[src/rtl/proc_pkg.sv]
// Shared processor constants and the fetch-unit state type, used by the fetch unit
// and the controller.
package proc_pkg;

    localparam int INST_W = 23;
    localparam int ADDR_W = 6;
    localparam int DEPTH  = 1 << ADDR_W;
    localparam int BUS_W  = 16;
    localparam int LEN_W  = ADDR_W + 1;

    typedef enum logic [1:0] {
        LOAD = 2'd0,
        RUN  = 2'd1,
        DONE = 2'd2
    } fetch_state_t;

endpackage

[src/rtl/instr_mem.sv]
// Program store: one synchronous write port and one registered read port with
// a read enable, so the output word can be held while the fetch unit is stalled.
import proc_pkg::*;

module instr_mem #(
    parameter int W  = INST_W,
    parameter int AW = ADDR_W,
    parameter int D  = DEPTH
) (
    input  logic          clk,
    input  logic          rst,
    input  logic          i_we,
    input  logic [AW-1:0] i_waddr,
    input  logic [W-1:0]  i_wdata,
    input  logic          i_re,
    input  logic [AW-1:0] i_raddr,
    output logic [W-1:0]  o_rdata
);

    logic [W-1:0] r_mem [D];
    logic [W-1:0] r_rdata;

    // The array has no reset so it maps onto block RAM; only the output register clears.
    always_ff @(posedge clk) begin
        if (i_we) begin
            r_mem[i_waddr] <= i_wdata;
        end
    end

    always_ff @(posedge clk or posedge rst) begin
        if (rst) begin
            r_rdata <= '0;
        end else if (i_re) begin
            r_rdata <= r_mem[i_raddr];
        end
    end

    assign o_rdata = r_rdata;

endmodule

[src/rtl/instr_fetch_unit.sv]
// Program counter, load pointer and LOAD/RUN/DONE sequencing in front of the
// program store; code and address leave aligned, with no bubble between them.
import proc_pkg::*;

module instr_fetch_unit (
    input  logic              clk,
    input  logic              rst,
    input  logic              write,
    input  logic [INST_W-1:0] program_in,
    input  logic              start,
    input  logic              inc_pc,
    input  logic              branch,
    input  logic [BUS_W-1:0]  bus,
    output logic [INST_W-1:0] code,
    output logic [ADDR_W-1:0] address,
    output logic              code_valid,
    output logic [LEN_W-1:0]  prog_len,
    output logic              load_full,
    output logic              done
);

    fetch_state_t      r_state, w_state_next;
    logic [ADDR_W-1:0] r_pc, w_pc_next;
    logic [LEN_W-1:0]  r_prog_len, w_len_next;
    logic              r_code_valid, w_valid_next;
    logic              r_done, w_done_next;

    logic              w_full;
    logic [LEN_W-1:0]  w_target;
    logic              w_past_end;
    logic              w_mem_we;
    logic [ADDR_W-1:0] w_mem_waddr;
    logic              w_rd_en;
    logic [ADDR_W-1:0] w_rd_addr;
    logic              w_bus_unused;

    assign w_full       = (r_prog_len == LEN_W'(DEPTH));
    assign w_bus_unused = ^bus[BUS_W-1:ADDR_W];

    // One extra bit so that pc+1 at the top of memory reads as past the end, not as 0.
    always_comb begin
        if (branch) begin
            w_target = {1'b0, bus[ADDR_W-1:0]};
        end else if (inc_pc) begin
            w_target = {1'b0, r_pc} + LEN_W'(1);
        end else begin
            w_target = {1'b0, r_pc};
        end
    end

    assign w_past_end = (w_target >= r_prog_len);

    always_comb begin
        w_state_next = r_state;
        w_pc_next    = r_pc;
        w_len_next   = r_prog_len;
        w_valid_next = r_code_valid;
        w_done_next  = r_done;
        w_mem_we     = 1'b0;
        w_mem_waddr  = r_prog_len[ADDR_W-1:0];
        w_rd_en      = 1'b0;
        w_rd_addr    = '0;
        case (r_state)
            LOAD: begin
                if (write) begin
                    if (!w_full) begin
                        w_mem_we   = 1'b1;
                        w_len_next = r_prog_len + LEN_W'(1);
                    end
                end else if (start && (r_prog_len != '0)) begin
                    w_state_next = RUN;
                    w_pc_next    = '0;
                    w_rd_en      = 1'b1;
                    w_valid_next = 1'b1;
                end
            end
            RUN: begin
                if (w_past_end) begin
                    w_state_next = DONE;
                    w_valid_next = 1'b0;
                    w_done_next  = 1'b1;
                end else begin
                    w_pc_next = w_target[ADDR_W-1:0];
                    w_rd_en   = 1'b1;
                    w_rd_addr = w_target[ADDR_W-1:0];
                end
            end
            DONE: begin
                if (write) begin
                    w_state_next = LOAD;
                    w_mem_we     = 1'b1;
                    w_mem_waddr  = '0;
                    w_len_next   = LEN_W'(1);
                    w_done_next  = 1'b0;
                end else if (start) begin
                    w_state_next = RUN;
                    w_pc_next    = '0;
                    w_rd_en      = 1'b1;
                    w_valid_next = 1'b1;
                    w_done_next  = 1'b0;
                end
            end
            default: begin
                w_state_next = LOAD;
            end
        endcase
    end

    always_ff @(posedge clk or posedge rst) begin
        if (rst) begin
            r_state      <= LOAD;
            r_pc         <= '0;
            r_prog_len   <= '0;
            r_code_valid <= 1'b0;
            r_done       <= 1'b0;
        end else begin
            r_state      <= w_state_next;
            r_pc         <= w_pc_next;
            r_prog_len   <= w_len_next;
            r_code_valid <= w_valid_next;
            r_done       <= w_done_next;
        end
    end

    instr_mem #(
        .W  (INST_W),
        .AW (ADDR_W),
        .D  (DEPTH)
    ) u_mem (
        .clk     (clk),
        .rst     (rst),
        .i_we    (w_mem_we),
        .i_waddr (w_mem_waddr),
        .i_wdata (program_in),
        .i_re    (w_rd_en),
        .i_raddr (w_rd_addr),
        .o_rdata (code)
    );

    assign address    = r_pc;
    assign code_valid = r_code_valid;
    assign prog_len   = r_prog_len;
    assign load_full  = w_full;
    assign done       = r_done;

endmodule

[config.mk]
export PLATFORM = sky130hd
export DESIGN_NAME = instr_fetch_unit
export DESIGN_NICKNAME = d
export VERILOG_FILES = /design/src/rtl/proc_pkg.sv /design/src/rtl/instr_mem.sv /design/src/rtl/instr_fetch_unit.sv
export SDC_FILE = /design/constraint.sdc
export NUM_CORES = 2
export LEC_CHECK = 0
export BUFFER_PORTS_ARGS = -buffer_cell sky130_fd_sc_hd__buf_2
export CAP_MARGIN = 20
export CORE_MARGIN = 4
export CORE_UTILIZATION = 55
export DETAILED_ROUTE_END_ITERATION = 10
export MAX_ROUTING_LAYER = met4
export PLACE_DENSITY = 0.71
export RECOVER_POWER = 50
export SYNTH_ARGS = -nofsm -noshare
export SYNTH_HDL_FRONTEND = slang
export SYNTH_HIERARCHICAL = 1
export SYNTH_SLANG_ARGS = --single-unit
[constraint.sdc]
create_clock -name clk -period 11.6 [get_ports clk]
set_clock_uncertainty 0.1 [all_clocks]
set_input_delay 1.16 -clock clk [delete_from_list [all_inputs] [get_ports clk]]
set_output_delay 1.16 -clock clk [all_outputs]
set_load 0.05 [all_outputs]
==> summary.md <==
| Metric | Value |
|---|---|
| Fillers | about 7300 |
| Finished Layout Cells | approximately 4700 |
| Hold path depth | 1 |
| Hold crit path type | reg -> reg |
| Max Clock Freq | 136.2 MHz |
| Number of port buffers | 73 |
| I/O pin total | 84 |
| Post-Synthesis Cells | ~3000 |
| Pwr per Cell Area | about 210 nW/µm² |
| Share of the synthesized area in the top cell type | roughly three quarters |
| Final Setup Violations | 0 |
| Slew HR | -124.7% |
| CTS tree | done |
| Syn Std Cell Area | ~59000 µm² |
| Multiplexer share of the synthesized area | approximately 14% |
| Worst Tran Pin Value | 3.371 ns |
| Distinct cells, synth | 58 |
| Setup total negative slack | 0 ns |
| Post-synthesis simple-gate area fraction | approximately 2.4% |
| H-tree depth | 4 |
| Worst Hold Endpoint | code_valid$_DFFE_PP0P_ |
| # DRC | 0 |
| FFs w/ async S/R, synth | under 10% |
| Main combinational cell family by area after synthesis | multiplexers |
| Vias in the first global route | just over 30000 |
| GRT overflow | 0 |
| Leading area contributor after synthesis | edfxtp_1 |
| DRT Pass-1 Iters | 9 |
| Critical Path Source Type | flip-flop |
| Vias | about 30000 |
| Critical path class | reg -> reg |
| Failing checks | capacitance limit, slew limit |
| Synth Area in XOR/XNOR | 0.1037% |
| Pins over their slew limit | approximately 1400 |
| # clock sinks | 1512 |
| Die area | around 110000 µm² |
| Chip width | 335.9 µm |
| Share of cells above drive strength 1 | between 15 and 20% |
| Final ANT Viol Nets | 0 |
| Hold Buf Count CTS | 0 |
| Top_reg_cell synth | edfxtp_1 |
| VDD IR max | between 150 and 200 µV |
| Vias per cell | roughly 6.4 |
| Min-Delay Startpoint | code_valid$_DFFE_PP0P_ |
| Post-CTS setup buffer count | 0 |
| First-pass GRT wire length | a little over 200000 µm |
| Post-layout util | about 62% |
| Synth Warn # | 6 |
| Clk_lat worst skew | between 0.7 and 0.8 ns |
| Hold_ws | roughly 0.40 ns |
| Syn Area/Cell | approximately 19 µm² |
| WL final | roughly 140000 µm |
| CTS buffer count | 151 |
| Synth top cells by count | 1472 x edfxtp_1, 472 x mux2i_1, 150 x mux4_2, 118 x nor2_1, 94 x a22oi_1 |
| Reg-to-reg slack, setup | ~4.3 ns |
| Initial DRC count | roughly 3900 |
| Compound-Gate Fraction of Synth Area | 4.735% |
| CTS clock-pin slew for the worst setup and hold paths | about 0.06 ns |
| Adder-cell area share of the yosys netlist | less than 1% |
| EDFF count, synth | between 1000 and 1500 |
| Worst R2R Path Depth | 17 |
| Critical path required time | roughly 12 ns |
| Post-layout min period | between 7 and 8 ns |
| Fin crit share | 63.28% |
| Synth area leaders | edfxtp_1 75%, mux2i_1 8.0%, mux4_2 5.7%, dfrtp_1 1.7%, a22oi_1 1.2% |
| Die Ht | approximately 340 µm |
| Net count, final | 3264 |
| FP Rows | between 100 and 150 |
| Area delta synth->final | 11.65% |
| Total GRT Usage | approximately a quarter |
| Most common cell in the netlist | edfxtp_1 |
| CTS root buffer | clkbuf_16 |
| Max cap viols | 24 |
| Starting Density | a little under three fifths |
| R2R Path End | u_mem/o_rdata[3]$_DFFE_PP0P_ |
| Dpl hpwl | between 70000 and 80000 µm |
| Post-CTS Resized | 0 |
| Arr. time, crit path | between 7 and 8 ns |
| Dpl cells | 4451 |
| Wirelength per Cell | around 30 µm |
| Largest net degree at the start of global routing | 130 |
| Initial antenna violation count | 3 |
| Crit-path max FO | 86 |
| Post-Syn Nets | 3134 |
| Design Power | about 14 mW |
| Core Box Area | approximately 110000 µm² |
| RSZ-0062 raised after global routing | no |
| Outcome | finished, violations left |
| Clock Path Buffers | 3 |
| Seq/Total Area, Yosys | about three quarters |
| Crit. End Element | flip-flop |
| Leakage power | a little over 20 nW |
| Final hold viol count | 0 |
| GP Congestion | approximately 0.87 |
| Count of state elements after synthesis | ~1500 |
| R2r startpoint | address[0]$_DFFE_PP0P_ |
-- metrics by stage --
stage                     instance area [µm²]  setup WS, ns
after global placement                  61240         4.006
after detailed placement                61240         3.977
after global routing                    66030         4.133
after floorplan                         59140         6.625
final                                   66030         4.260
after CTS                               66090         4.627
-- worst max path at each step --
stage / to / start / slack, ns
5_1_grt: u_mem/o_rdata[3]$_DFFE_PP0P_ / address[0]$_DFFE_PP0P_ / 4.13
3_5_place_dp: u_mem/o_rdata[3]$_DFFE_PP0P_ / inc_pc / 3.98
4_1_cts: u_mem/o_rdata[3]$_DFFE_PP0P_ / address[0]$_DFFE_PP0P_ / 4.63
3_3_place_gp: u_mem/o_rdata[3]$_DFFE_PP0P_ / inc_pc / 4.01
2_1_floorplan: u_mem/o_rdata[0]$_DFFE_PP0P_ / inc_pc / 6.62
6_report: u_mem/o_rdata[3]$_DFFE_PP0P_ / address[0]$_DFFE_PP0P_ / 4.26
-- registers in the layout, indices dropped and copies added (netlist names) --
signal         count
address            6
code_valid         1
u_mem/r_mem     1472
r_state            2
prog_len           7
done               1
u_mem/o_rdata     23
-- cells by family (layout without fill, tap and decap cells) --
kind of cell	Yosys count	in the layout
AND/OR/NAND/NOR	293	293
buffers and inverters	204	457
adder cells (fa/ha/maj)	10	10
XOR/XNOR	7	7
multiplexers	647	647
other	0	3
AO/OA/AOI/OAI	406	406
flip-flops	1512	1512
-- area by class of cell --
type	count	area, µm²	area share (%)
diodes	3	7.507	0.01137
clock buffers	190	4031	6.106
clock inverters	86	823.3	1.247
inverters	29	108.9	0.1649
multi-input cells	1363	13190	19.98
flip-flops and latches	1512	45200	68.46
well taps	1403	1755	2.659
repair buffers	152	907.1	1.374
-- metal layers --
layer / share of wire (%) / GRT usage [%] / routed length (µm)
met2: 50 / 42.05 / 70740
met4: 4.0 / 10.30 / 5659
met5: 0 / - / 0
met1: 38 / 32.96 / 53880
met3: 8.1 / 4.651 / 11500
-- cell usage in the layout, fill, tap and decap left out, types with 7 or more instances in the layout --
cell	synthesis	final
o21ai_1	9	9
a221oi_1	34	34
nor2_1	118	51
o211ai_1	35	35
or4_1	13	13
nor4_1	11	11
dfrtp_1	40	40
o22a_1	11	11
bufinv_16	0	13
ha_1	10	10
o21ai_0	54	54
buf_4	29	51
nand2_1	60	60
nor3_1	19	18
clkbuf_1	57	79
edfxtp_1	1472	1472
nand3_1	20	20
clkinv_1	1	25
a22oi_1	94	94
clkinv_2	0	30
inv_1	28	28
mux2i_1	472	472
o41ai_1	11	11
clkinvlp_4	0	8
mux2_2	25	25
nand4_1	7	7
buf_2	54	51
o211a_1	11	11
nor2_4	0	45
nor2b_1	21	18
nor2_2	1	23
o22ai_1	83	83
mux4_2	150	150
a21oi_1	48	48
clkbuf_16	0	156
-- critical path, stage by stage (launching register included) --
cell,delay [ns]
dfrtp_1,0.44
ha_1,0.25
nand4_1,0.15
xor2_1,0.15
nor2_1,0.05
a21oi_1,0.34
inv_1,0.09
ha_1,0.30
a211oi_1,0.25
nor2_1,0.11
or4_1,0.81
nor2_4,0.89
buf_12,0.47
buf_4,0.88
mux2i_1,0.17
a22oi_1,0.24
a21oi_1,0.09
o41ai_1,1.03
-- report_power, final --
group	internal (mW)	switching, mW	total, mW
Sequential	6.20	0.135	6.34
Combinational	0.988	1.97	2.96
Clock	2.76	1.98	4.74
Total	9.95	4.09	14.0
No activity file was read; power rests on OpenSTA's default activity.
